## src/rtl/mem_arbiter.sv

```systemverilog
// Single-port memory arbiter between instruction fetch (IF) and data (D) requesters.
// Each access occupies WAIT memory cycles followed by a one-cycle ready response.
module mem_arbiter #(
  parameter int ADDR_W = 16,
  parameter int DATA_W = 16,
  parameter int WAIT   = 2
) (
  input  logic              clk,
  input  logic              rst,
  input  logic              if_req,
  input  logic [ADDR_W-1:0] if_addr,
  output logic              if_ready,
  output logic [DATA_W-1:0] if_rdata,
  input  logic              d_req,
  input  logic              d_we,
  input  logic [1:0]        d_byte,
  input  logic [ADDR_W-1:0] d_addr,
  input  logic [DATA_W-1:0] d_wdata,
  output logic              d_ready,
  output logic [DATA_W-1:0] d_rdata,
  output logic              mem_en,
  output logic              mem_we,
  output logic [1:0]        mem_byte,
  output logic [ADDR_W-1:0] mem_addr,
  output logic [DATA_W-1:0] mem_wdata,
  input  logic [DATA_W-1:0] mem_rdata,
  output logic              stall
);
  localparam int CNT_W = (WAIT > 1) ? $clog2(WAIT) : 1;

  typedef enum logic [1:0] {IDLE, ACCESS, RESP} state_t;

  state_t            r_state;
  logic              r_owner_d;
  logic              r_last_d;
  logic              r_we;
  logic [1:0]        r_byte;
  logic [ADDR_W-1:0] r_addr;
  logic [DATA_W-1:0] r_wdata;
  logic [CNT_W-1:0]  r_cnt;
  logic              r_if_ready;
  logic              r_d_ready;
  logic [DATA_W-1:0] r_if_rdata;
  logic [DATA_W-1:0] r_d_rdata;
  logic              w_grant_d;

  // Under contention the side that did not own the previous access wins.
  assign w_grant_d = d_req & (~if_req | ~r_last_d);

  always_ff @(posedge clk or negedge rst) begin
    if (!rst) begin
      r_state    <= IDLE;
      r_owner_d  <= 1'b0;
      r_last_d   <= 1'b0;
      r_we       <= 1'b0;
      r_byte     <= '0;
      r_addr     <= '0;
      r_wdata    <= '0;
      r_cnt      <= '0;
      r_if_ready <= 1'b0;
      r_d_ready  <= 1'b0;
      r_if_rdata <= '0;
      r_d_rdata  <= '0;
    end else begin
      r_if_ready <= 1'b0;
      r_d_ready  <= 1'b0;
      case (r_state)
        IDLE: begin
          if (if_req | d_req) begin
            r_owner_d <= w_grant_d;
            r_addr    <= w_grant_d ? d_addr : if_addr;
            r_we      <= w_grant_d & d_we;
            r_byte    <= w_grant_d ? d_byte : 2'b00;
            r_wdata   <= w_grant_d ? d_wdata : '0;
            r_cnt     <= CNT_W'(WAIT - 1);
            r_state   <= ACCESS;
          end
        end
        ACCESS: begin
          r_cnt <= r_cnt - CNT_W'(1);
          if (r_cnt == '0) begin
            if (!r_we) begin
              if (r_owner_d) r_d_rdata  <= mem_rdata;
              else           r_if_rdata <= mem_rdata;
            end
            r_last_d   <= r_owner_d;
            r_if_ready <= ~r_owner_d;
            r_d_ready  <= r_owner_d;
            r_state    <= RESP;
          end
        end
        RESP:    r_state <= IDLE;
        default: r_state <= IDLE;
      endcase
    end
  end

  assign mem_en    = (r_state == ACCESS);
  assign mem_we    = mem_en & r_owner_d & r_we;
  assign mem_byte  = r_byte;
  assign mem_addr  = r_addr;
  assign mem_wdata = r_wdata;

  assign if_ready  = r_if_ready;
  assign d_ready   = r_d_ready;
  assign if_rdata  = r_if_rdata;
  assign d_rdata   = r_d_rdata;

  assign stall = (if_req & ~if_ready) | (d_req & ~d_ready);
endmodule

```

## config.mk

```make
export PLATFORM = sky130hd
export DESIGN_NAME = mem_arbiter
export DESIGN_NICKNAME = d
export VERILOG_FILES = /design/src/rtl/mem_arbiter.sv
export SDC_FILE = /design/constraint.sdc
export NUM_CORES = 1
export LEC_CHECK = 0
export ABC_CLOCK_PERIOD_IN_PS = 2060
export CAP_MARGIN = 15
export CORE_MARGIN = 5
export CORE_UTILIZATION = 41
export CTS_CLUSTER_SIZE = 14
export DETAILED_ROUTE_END_ITERATION = 16
export GPL_TIMING_DRIVEN = 0
export HOLD_SLACK_MARGIN = 0.06
export PLACE_DENSITY = 0.8
export SLEW_MARGIN = 20
export SYNTH_ARGS = -nofsm -noshare
export SYNTH_HDL_FRONTEND = slang
export SYNTH_SLANG_ARGS = --single-unit
```

## constraint.sdc

```tcl
create_clock -name clk -period 2.06 [get_ports clk]
set_clock_uncertainty 0.15 [all_clocks]
set_input_delay 0.309 -clock clk [delete_from_list [all_inputs] [get_ports clk]]
set_output_delay 0.309 -clock clk [all_outputs]
set_load 0.05 [all_outputs]
```

==> results of run 1 <==
[metal layers]
metal | wire length (microns) | vias to the layer above
met3 | 848 | 7
met4 | 51 | 0
li1 | - | 990
met5 | 0 | -
met1 | 2920 | 1028
met2 | 3410 | 89
[final cells by class]
class / instances / area [sq um] / area share
tap: 99 / 124 / 0.0261
multi-input combinational: 101 / 1060 / 0.224
inverter: 3 / 11.3 / 0.00237
timing repair buffer: 144 / 1450 / 0.306
sequential: 74 / 1850 / 0.390
clock buffer: 10 / 128 / 0.0269
clock inverter: 5 / 56.3 / 0.0119
buffer: 10 / 61.3 / 0.0129
[worst max-delay path, delay by kind of cell]
family / cells / cell delay, ps
buf+inv: 3 / 1080
compound gates: 1 / 160
[cell usage in the layout, fill, tap and decap left out]
master           count
mux2_2              54
clkinv_4             1
nor3_4               1
a22o_1              19
clkinv_2             2
inv_2                1
buf_4                3
o22ai_1              1
nand3b_4             1
clkdlybuf4s50_1    137
nor2_1               3
o21ai_0              1
clkbuf_8             9
inv_1                2
a21o_1               2
nor2b_2              1
clkdlybuf4s15_1      1
buf_16               1
clkbuf_1             4
a21bo_2              1
clkbuf_2             1
dlygate4sd2_1        1
a21boi_0             1
and3_1               1
and2_1               1
buf_2                3
clkdlybuf4s15_2      1
dlygate4sd3_1        1
or3b_4               1
nand2_1              2
dfrtp_1             74
clkinvlp_4           1
mux2_4              10
bufinv_16            1
buf_6                2
nor3_1               1
[through the flow]
step	worst slack [ps]	hold slack, ps	area (sq um)	util
after floorplan	155	-137	2980	-
after global placement	-2010	318	4520	0.630
after detailed placement	-320	69.9	4540	0.633
after CTS	32.1	237	4740	0.661
after global routing	11.5	291	4750	0.662
final	49.9	265	4750	0.662
[worst max path at each step]
stage,endpoint,slack (ps),from,cells after the start
after floorplan,mem_we,150,r_state[1],2
after global placement,mem_addr[2],-2010,rst,1
after detailed placement,mem_wdata[2],-320,d_req,5
after CTS,stall,30,if_req,4
after global routing,stall,10,if_req,4
final,stall,50,if_req,4
[cells by family after synthesis]
family | Yosys count | share of synthesized area
mux | 64 | 0.254
compound gates | 25 | 0.0705
simple gates | 12 | 0.0302
buf+inv | 13 | 0.0239
flops | 74 | 0.621
[sequential cells by signal (all words and copies together) (netlist names), 2 cells and up]
signal,flops
mem_addr,16
d_rdata,16
mem_byte,2
if_rdata,16
mem_wdata,16
r_state,2
[report_power, final]
part           leakage [nW]  switching, mW  internal [mW]  total (mW)
logic                  1.09           3.41           2.16        5.57
clock network        0.0921          0.507          0.551        1.06
registers             0.899          0.420           2.19        2.61
[what timing repair did]
| action | in CTS | in global routing |
|---|---|---|
| hold buffers | 1 | 0 |
| hold endpoints to repair | 74 | 0 |
| resized for setup | 5 | 3 |
| pin swaps | 1 | 0 |
| endpoints found under the setup margin | 9 | 21 |
| buffers inserted | 1 | 0 |
==> results_dict.tcl, run 1 <==
set metrics [dict create \
    delay_of_the_slowest_critical_path_stage_ps 530 \
    syn-num-nets 259 \
    top_usage_layer "met2" \
    min_period_over_period 0.976 \
    worst_pin_slew_ps 525 \
    floorplan.rows 31 \
    critical_path_required_ps 1600 \
    cell_breakdown_of_the_critical_path "clkdlybuf4s50_1 > inv_1 > o22ai_1 > clkdlybuf4s15_1" \
    cts_root_buf "clkbuf_8" \
    maxCapViolCount 0 \
    cts.clk_slew.worst_paths_ps 80 \
    wire_length_of_the_first_global_routing_pass_microns 11200 \
    post_synthesis_sequential_area_ratio 0.621 \
    cts.sinks 74 \
    fraction_of_met2_tracks_used_by_global_routing 0.252 \
    synthMostInstantiatedCell "dfrtp_1" \
    final_antenna_net_count 0 \
    floorplan.initialDensity 0.416 \
    synthArstFlopShare 1.00 \
    avgSynthCellArea_sq_um 15.9 \
    worst-r2r-cell-count 5 \
    vdd_drop_max_mv 1.15 \
    grt_start_max_net_pins 55 \
    postSynthCellCount 188 \
    relSlewSlack 0.649 \
    yosys.area.top_type_share 0.621 \
    route.detailed.wl_per_inst_microns 16.2 \
    netlist.top_cell.by_area "dfrtp_1" \
    synthesis.area_sq_um 2980 \
    synth_area_leaders "dfrtp_1 (62%), mux2_2 (20%), a22o_1 (5.6%), mux2_4 (5.0%), buf_6 (0.76%)" \
    cts_max_level 3 \
    timing.hold.worst.class "in2async" \
    synthToLayoutAreaGrowth_pct 59.2 \
    floorplan.die_area_sq_um 9080 \
    grt_setup_unrepaired "no" \
    yosys_warning_count 0 \
    i_o_buffers 141 \
    slew_violations 0 \
    worst_path_max_delay_cell "clkdlybuf4s15_1" \
    final_period_demand_of_the_worst_path_ps 2010 \
    p_leak_nw 2.08 \
    post-layout-total-power_mw 9.24 \
    dp_hpwl_microns 5440 \
    antenna_cells_inserted 0 \
    grt.total_usage 0.161 \
    critical_path.endpoint_type "output pin" \
    firstDrtPassIters 4 \
    cts.path.max_buffers 2 \
    drc_marker_count_from_the_first_detailed_route_iteration 35 \
    postRouteWirelength_microns 7230 \
    avgViaCountPerCell 4.74 \
    cts_inserted_buffers 9 \
    status "finished, final reports clean" \
    finalNetCount 414 \
    ys_types 24 \
    worst_skew_pair.late_latency_ps 340 \
    via_count_of_the_first_global_routing_pass 2258 \
    finalNonFillerCells 446 \
    ios 142 \
    setup_viol 0 \
    grt.met1_usage 0.198 \
    place.detailed.instances 429 \
    worst_r2r_startpoint "r_state[1]" \
    number_of_antenna_violations_at_the_first_check_in_global_routing 0 \
    cts_tree "built" \
    power-per-cell-area_nw_per_um2 1950 \
    r2r_setup_slk_ps 160 \
    num-fill-cells 556 \
    die_height_microns 95.3 \
    vias 2114 \
    die_w_microns 95.3 \
    critical_path_maximum_fanout 3 \
    crit_type "in2out" \
    fmaxAchievable_mhz 497 \
    crit_path_start_kind "input port" \
    detail_route.drc_violations 0 \
    ys_ff_latch 74 \
    globalRouteMet3Util 0.0647 \
    critPathArrivalTime_ps 1550 \
    synth_top_cells_by_count "dfrtp_1 (74), mux2_2 (54), a22o_1 (19)" \
    drive_gt1_frac 0.274 \
    reg2reg_to "d_rdata[12]" \
    core_region_area_sq_um 7180 \
    synthFlopType "dfrtp_1" \
    tns_ps 0 \
    grt-ovfl-total 0 \
    finalWeightedCongestion 0.695 \
    timing.final.hold_violations 0 \
    synth_edf_count 0 \
]
No activity file was read; power rests on OpenSTA's default activity.
==> run 2, diff against run 1 <==
--- a/config.mk
+++ b/config.mk
@@ -7,7 +7,7 @@
 export LEC_CHECK = 0
 export ABC_CLOCK_PERIOD_IN_PS = 2060
 export CAP_MARGIN = 15
-export CORE_MARGIN = 5
+export CORE_MARGIN = 1
 export CORE_UTILIZATION = 41
 export CTS_CLUSTER_SIZE = 14
 export DETAILED_ROUTE_END_ITERATION = 16
@@ -18,3 +18,4 @@
 export SYNTH_ARGS = -nofsm -noshare
 export SYNTH_HDL_FRONTEND = slang
 export SYNTH_SLANG_ARGS = --single-unit
+export TNS_END_PERCENT = 100
==> results_dict.tcl, run 2 (synthesized netlist as in run 1, its figures left out) <==
set metrics [dict create \
    status "finished, final reports clean" \
    timing.hold.worst.class "in2async" \
    finalNetCount 414 \
    mostFrequentLayoutCell "clkdlybuf4s50_1" \
    r2r_setup_slk_ps 160 \
    core_region_area_sq_um 6910 \
    crit_path_start_kind "flop" \
    worst_skew_pair.late_latency_ps 330 \
    crit_cells 1 \
    worst_path_max_delay_cell "clkdlybuf4s50_1" \
    postRouteWirelength_microns 6910 \
    wire_length_of_the_first_global_routing_pass_microns 10800 \
    placedInstanceArea_sq_um 4540 \
    drive_gt1_frac 0.284 \
    cts_max_level 3 \
    detail_route.drc_violations 0 \
    post-layout-total-power_mw 9.13 \
    avgViaCountPerCell 4.73 \
    fmaxAchievable_mhz 504 \
    synthToLayoutAreaGrowth_pct 58.5 \
    critPathArrivalTime_ps 1530 \
    final_antenna_net_count 0 \
    critical_path.endpoint "if_ready" \
    cts_tree "built" \
    worst_setup_path_startpoint "if_ready" \
    grt_start_max_net_pins 50 \
    cts.clk_slew.worst_paths_ps 80 \
    cts_root_buf "clkbuf_8" \
    holdWs_ps 283 \
    antenna_cells_inserted 0 \
    die_w_microns 87.3 \
    power-per-cell-area_nw_per_um2 1930 \
    floorplan.rows 30 \
    firstDrtPassIters 4 \
    cts.sinks 74 \
    cp_num_buf_inv 1 \
    vdd_drop_max_mv 1.03 \
    floorplan.die_area_sq_um 7620 \
    relSlewSlack 0.647 \
    critical_path_maximum_fanout 2 \
    min_period_over_period 0.963 \
    route.detailed.wl_per_inst_microns 15.6 \
    cts_inserted_buffers 9 \
    timing.final.hold_violations 0 \
    vias 2102 \
    worst-r2r-cell-count 5 \
    die_height_microns 87.3 \
    floorplan.initialDensity 0.432 \
    ios 142 \
    i_o_buffers 141 \
    critical_path.endpoint_type "output pin" \
    number_of_antenna_violations_at_the_first_check_in_global_routing 0 \
    layout.cells.most_common_list "clkdlybuf4s50_1 (137), dfrtp_1 (74), mux2_2 (54), a22o_1 (19), mux2_4 (10)" \
    cts.path.max_buffers 2 \
    critical_path_required_ps 1600 \
    grt_setup_unrepaired "no" \
    p_leak_nw 2.07 \
    crit_type "reg2out" \
    setup_viol 0 \
    slew_violations 0 \
    worst_pin_slew_ps 528 \
    worst_r2r_startpoint "r_state[1]" \
    cell_breakdown_of_the_critical_path "clkdlybuf4s50_1" \
    tns_ps 0 \
    final_period_demand_of_the_worst_path_ps 1980 \
    grt-ovfl-total 0 \
    delay_of_the_slowest_critical_path_stage_ps 820 \
    maxCapViolCount 0 \
    reg2reg_to "d_rdata[14]" \
    drc_marker_count_from_the_first_detailed_route_iteration 46 \
    finalWeightedCongestion 0.665 \
    final_cell_area_sq_um 4730 \
    crit_family "buffers and inverters" \
    grt.total_usage 0.189 \
    via_count_of_the_first_global_routing_pass 2254 \
    dp_hpwl_microns 5160 \
]
run 2: worst min path at each step:
stage,end,slack [ps]
finish,mem_wdata[10],280
global route,mem_addr[4],310
CTS,mem_addr[4],280
detailed placement,mem_addr[4],100
global placement,r_last_d,320
floorplan,d_rdata[0],-140
run 2: area by class of cell:
cell class / instances / area [sq um]
Multi-Input combinational cell: 101 / 1060
Sequential cell: 74 / 1850
Timing Repair Buffer: 144 / 1450
Clock inverter: 7 / 46.3
Buffer: 10 / 62.6
Fill cell: 528 / 2180
Tap cell: 96 / 120
Inverter: 3 / 11.3
Clock buffer: 9 / 124
run 2: report_power, final:
part | total (mW) | leakage (nW) | internal, mW | switching, mW
sequential | 2.61 | 0.899 | 2.19 | 0.424
combinational | 5.56 | 1.09 | 2.16 | 3.39
clock | 0.958 | 0.0810 | 0.431 | 0.526
run 2: what timing repair did:
action / 4_1_cts / 5_1_grt
endpoints found under the setup margin: 9 / 12
hold buffers: 1 / 0
buffers inserted: 1 / 0
pin swaps: 1 / 0
gates resized for setup: 6 / 5
endpoints found under the hold margin: 25 / 0
run 2: metal layers:
metal  track usage  wire length [microns]
met1         0.216                   2860
met2         0.325                   3380
met3        0.0626                    606
met4        0.0760                     63
met5             0                      0
run 2: metrics by stage:
step,util,setup slack (ps),std cells
after floorplan,-,155,188
after global placement,0.654,-1960,425
after detailed placement,0.657,-302,426
after CTS,0.685,4.68,444
after global routing,0.684,24.0,444
final,0.684,75.5,444
==> run 3, diff against run 2 <==
--- a/config.mk
+++ b/config.mk
@@ -7,15 +7,16 @@
 export LEC_CHECK = 0
 export ABC_CLOCK_PERIOD_IN_PS = 2060
 export CAP_MARGIN = 15
+export CELL_PAD_IN_SITES_DETAIL_PLACEMENT = 1
+export CELL_PAD_IN_SITES_GLOBAL_PLACEMENT = 2
 export CORE_MARGIN = 1
-export CORE_UTILIZATION = 41
+export CORE_UTILIZATION = 26
 export CTS_CLUSTER_SIZE = 14
 export DETAILED_ROUTE_END_ITERATION = 16
-export GPL_TIMING_DRIVEN = 0
 export HOLD_SLACK_MARGIN = 0.06
-export PLACE_DENSITY = 0.8
+export PLACE_DENSITY_LB_ADDON = 0.1
 export SLEW_MARGIN = 20
 export SYNTH_ARGS = -nofsm -noshare
 export SYNTH_HDL_FRONTEND = slang
 export SYNTH_SLANG_ARGS = --single-unit
-export TNS_END_PERCENT = 100
+export TNS_END_PERCENT = 50
==> results_dict.tcl, run 3 (synthesized netlist as in run 1, its figures left out) <==
set metrics [dict create \
    fraction_of_met2_tracks_used_by_global_routing 0.212 \
    floorplan.initialDensity 0.271 \
    timing.hold.worst.class "in2async" \
    grt.met1_usage 0.173 \
    floorplan.rows 38 \
    setup_viol 0 \
    delay_of_the_slowest_critical_path_stage_ps 830 \
    finalWeightedCongestion 0.663 \
    placedInstanceArea_sq_um 4690 \
    timing.final.hold_violations 0 \
    cts.clk_slew.worst_paths_ps 60 \
    maxCapViolCount 0 \
    i_o_buffers 141 \
    relSlewSlack 0.644 \
    cts_tree "built" \
    cts_root_buf "clkbuf_16" \
    route.detailed.wl_per_inst_microns 16.3 \
    critical_path_maximum_fanout 2 \
    min_period_over_period 0.961 \
    grt.total_usage 0.138 \
    vdd_drop_max_mv 0.871 \
    dp_hpwl_microns 5770 \
    crit_path_start_kind "flop" \
    via_count_of_the_first_global_routing_pass 2379 \
    vias 2148 \
    critPathArrivalTime_ps 1520 \
    cell_breakdown_of_the_critical_path "clkdlybuf4s50_1" \
    top_usage_layer "met2" \
    final_cell_area_sq_um 5000 \
    drc_marker_count_from_the_first_detailed_route_iteration 55 \
    wire_length_of_the_first_global_routing_pass_microns 12300 \
    finalNetCount 414 \
    crit_type "reg2out" \
    layout.cells.most_common_list "clkdlybuf4s50_1 (136), dfrtp_1 (74), mux2_2 (54), a22o_1 (19)" \
    mostFrequentLayoutCell "clkdlybuf4s50_1" \
    cp_num_buf_inv 1 \
    grt_start_max_net_pins 31 \
    fmaxAchievable_mhz 505 \
    final_antenna_net_count 0 \
    power-per-cell-area_nw_per_um2 1970 \
    globalRouteMet3Util 0.0658 \
    final-seq-area_sq_um 1850 \
    grt-ovfl-total 0 \
    antenna_cells_inserted 0 \
    avgViaCountPerCell 4.40 \
    cts.repair_timing.setup_buffer_count 0 \
    die_height_microns 109 \
    cts.path.max_buffers 2 \
    slew_violations 0 \
    num-fill-cells 1114 \
    synthToLayoutAreaGrowth_pct 67.7 \
    multi_input_comb_area_sq_um 1080 \
    die_w_microns 109 \
    cts_max_level 3 \
    critical_path_required_ps 1600 \
    floorplan.die_area_sq_um 11900 \
    critical_path.endpoint_type "output pin" \
    ios 142 \
    status "finished, final reports clean" \
    final_period_demand_of_the_worst_path_ps 1980 \
    cts_inserted_buffers 9 \
    worst_path_max_delay_cell "clkdlybuf4s50_1" \
    worst_skew_pair.late_latency_ps 320 \
    p_leak_nw 2.17 \
    worst_pin_slew_ps 532 \
    cts.sinks 74 \
    firstDrtPassIters 3 \
    crit_family "buffers and inverters" \
    postRouteWirelength_microns 7930 \
    grt_setup_unrepaired "no" \
    detail_route.drc_violations 0 \
    post-layout-total-power_mw 9.87 \
    number_of_antenna_violations_at_the_first_check_in_global_routing 0 \
    drive_gt1_frac 0.296 \
    core_region_area_sq_um 11000 \
]
==> run 3: changes by cell type in the layout (fill, tap and decap cells not counted), sizes merged, moves of 2 or more <==
cell,delta
clkinv,-2
buf,+8
clkbuf,-2
clkinvlp,-2
==> run 3: power breakdown <==
part,internal (mW),switching [mW]
combinational,2.26,3.44
clock,0.972,0.585
sequential,2.19,0.414
total,5.43,4.44
==> run 3: per-layer routing <==
layer	vias to the layer above	wire (microns)
li1	988	-
met4	0	74
met3	6	697
met1	1072	3410
met5	-	0
met2	82	3750
==> run 3: repair_timing <==
item,CTS,global route
endpoints found under the hold margin,25,0
hold buffers,1,0
gates resized for setup,0,0
==> run 3: worst paths after layout <==
| kind | from | end | slack [ps] | depth (start not counted) |
|---|---|---|---|---|
| worst min-delay path | rst | if_rdata[13] | 290 | 2 |
| max in group asynchronous | rst | mem_addr[1] | 930 | 3 |
| worst min register to register | mem_addr[0] | mem_addr[0] | 350 | 1 |
| min in group clk | mem_addr[0] | mem_addr[0] | 350 | 1 |
| worst max-delay path | d_rdata[12] | d_rdata[12] | 80 | 1 |
| worst max register to register | r_state[1] | if_rdata[11] | 240 | 4 |
==> run 3: metrics by stage <==
step	setup WS [ps]	cells	hold slack, ps	util	TNS [ps]
after CTS	63.4	488	299	0.455	0
after floorplan	155	188	-137	-	0
after global routing	36.1	488	321	0.455	0
after global placement	-127	471	114	0.427	-3510
final	80.3	488	291	0.455	0
after detailed placement	-144	471	113	0.427	-4540
==> run 3: layout make-up <==
| cell class | instances | share of cell area |
|---|---|---|
| flip-flops and latches | 74 | 0.370 |
| multi-input cells | 101 | 0.215 |
| clock inverters | 4 | 0.0103 |
| clock buffers | 12 | 0.0493 |
| inverters | 3 | 0.00225 |
| repair buffers | 154 | 0.317 |
| well taps | 140 | 0.0350 |
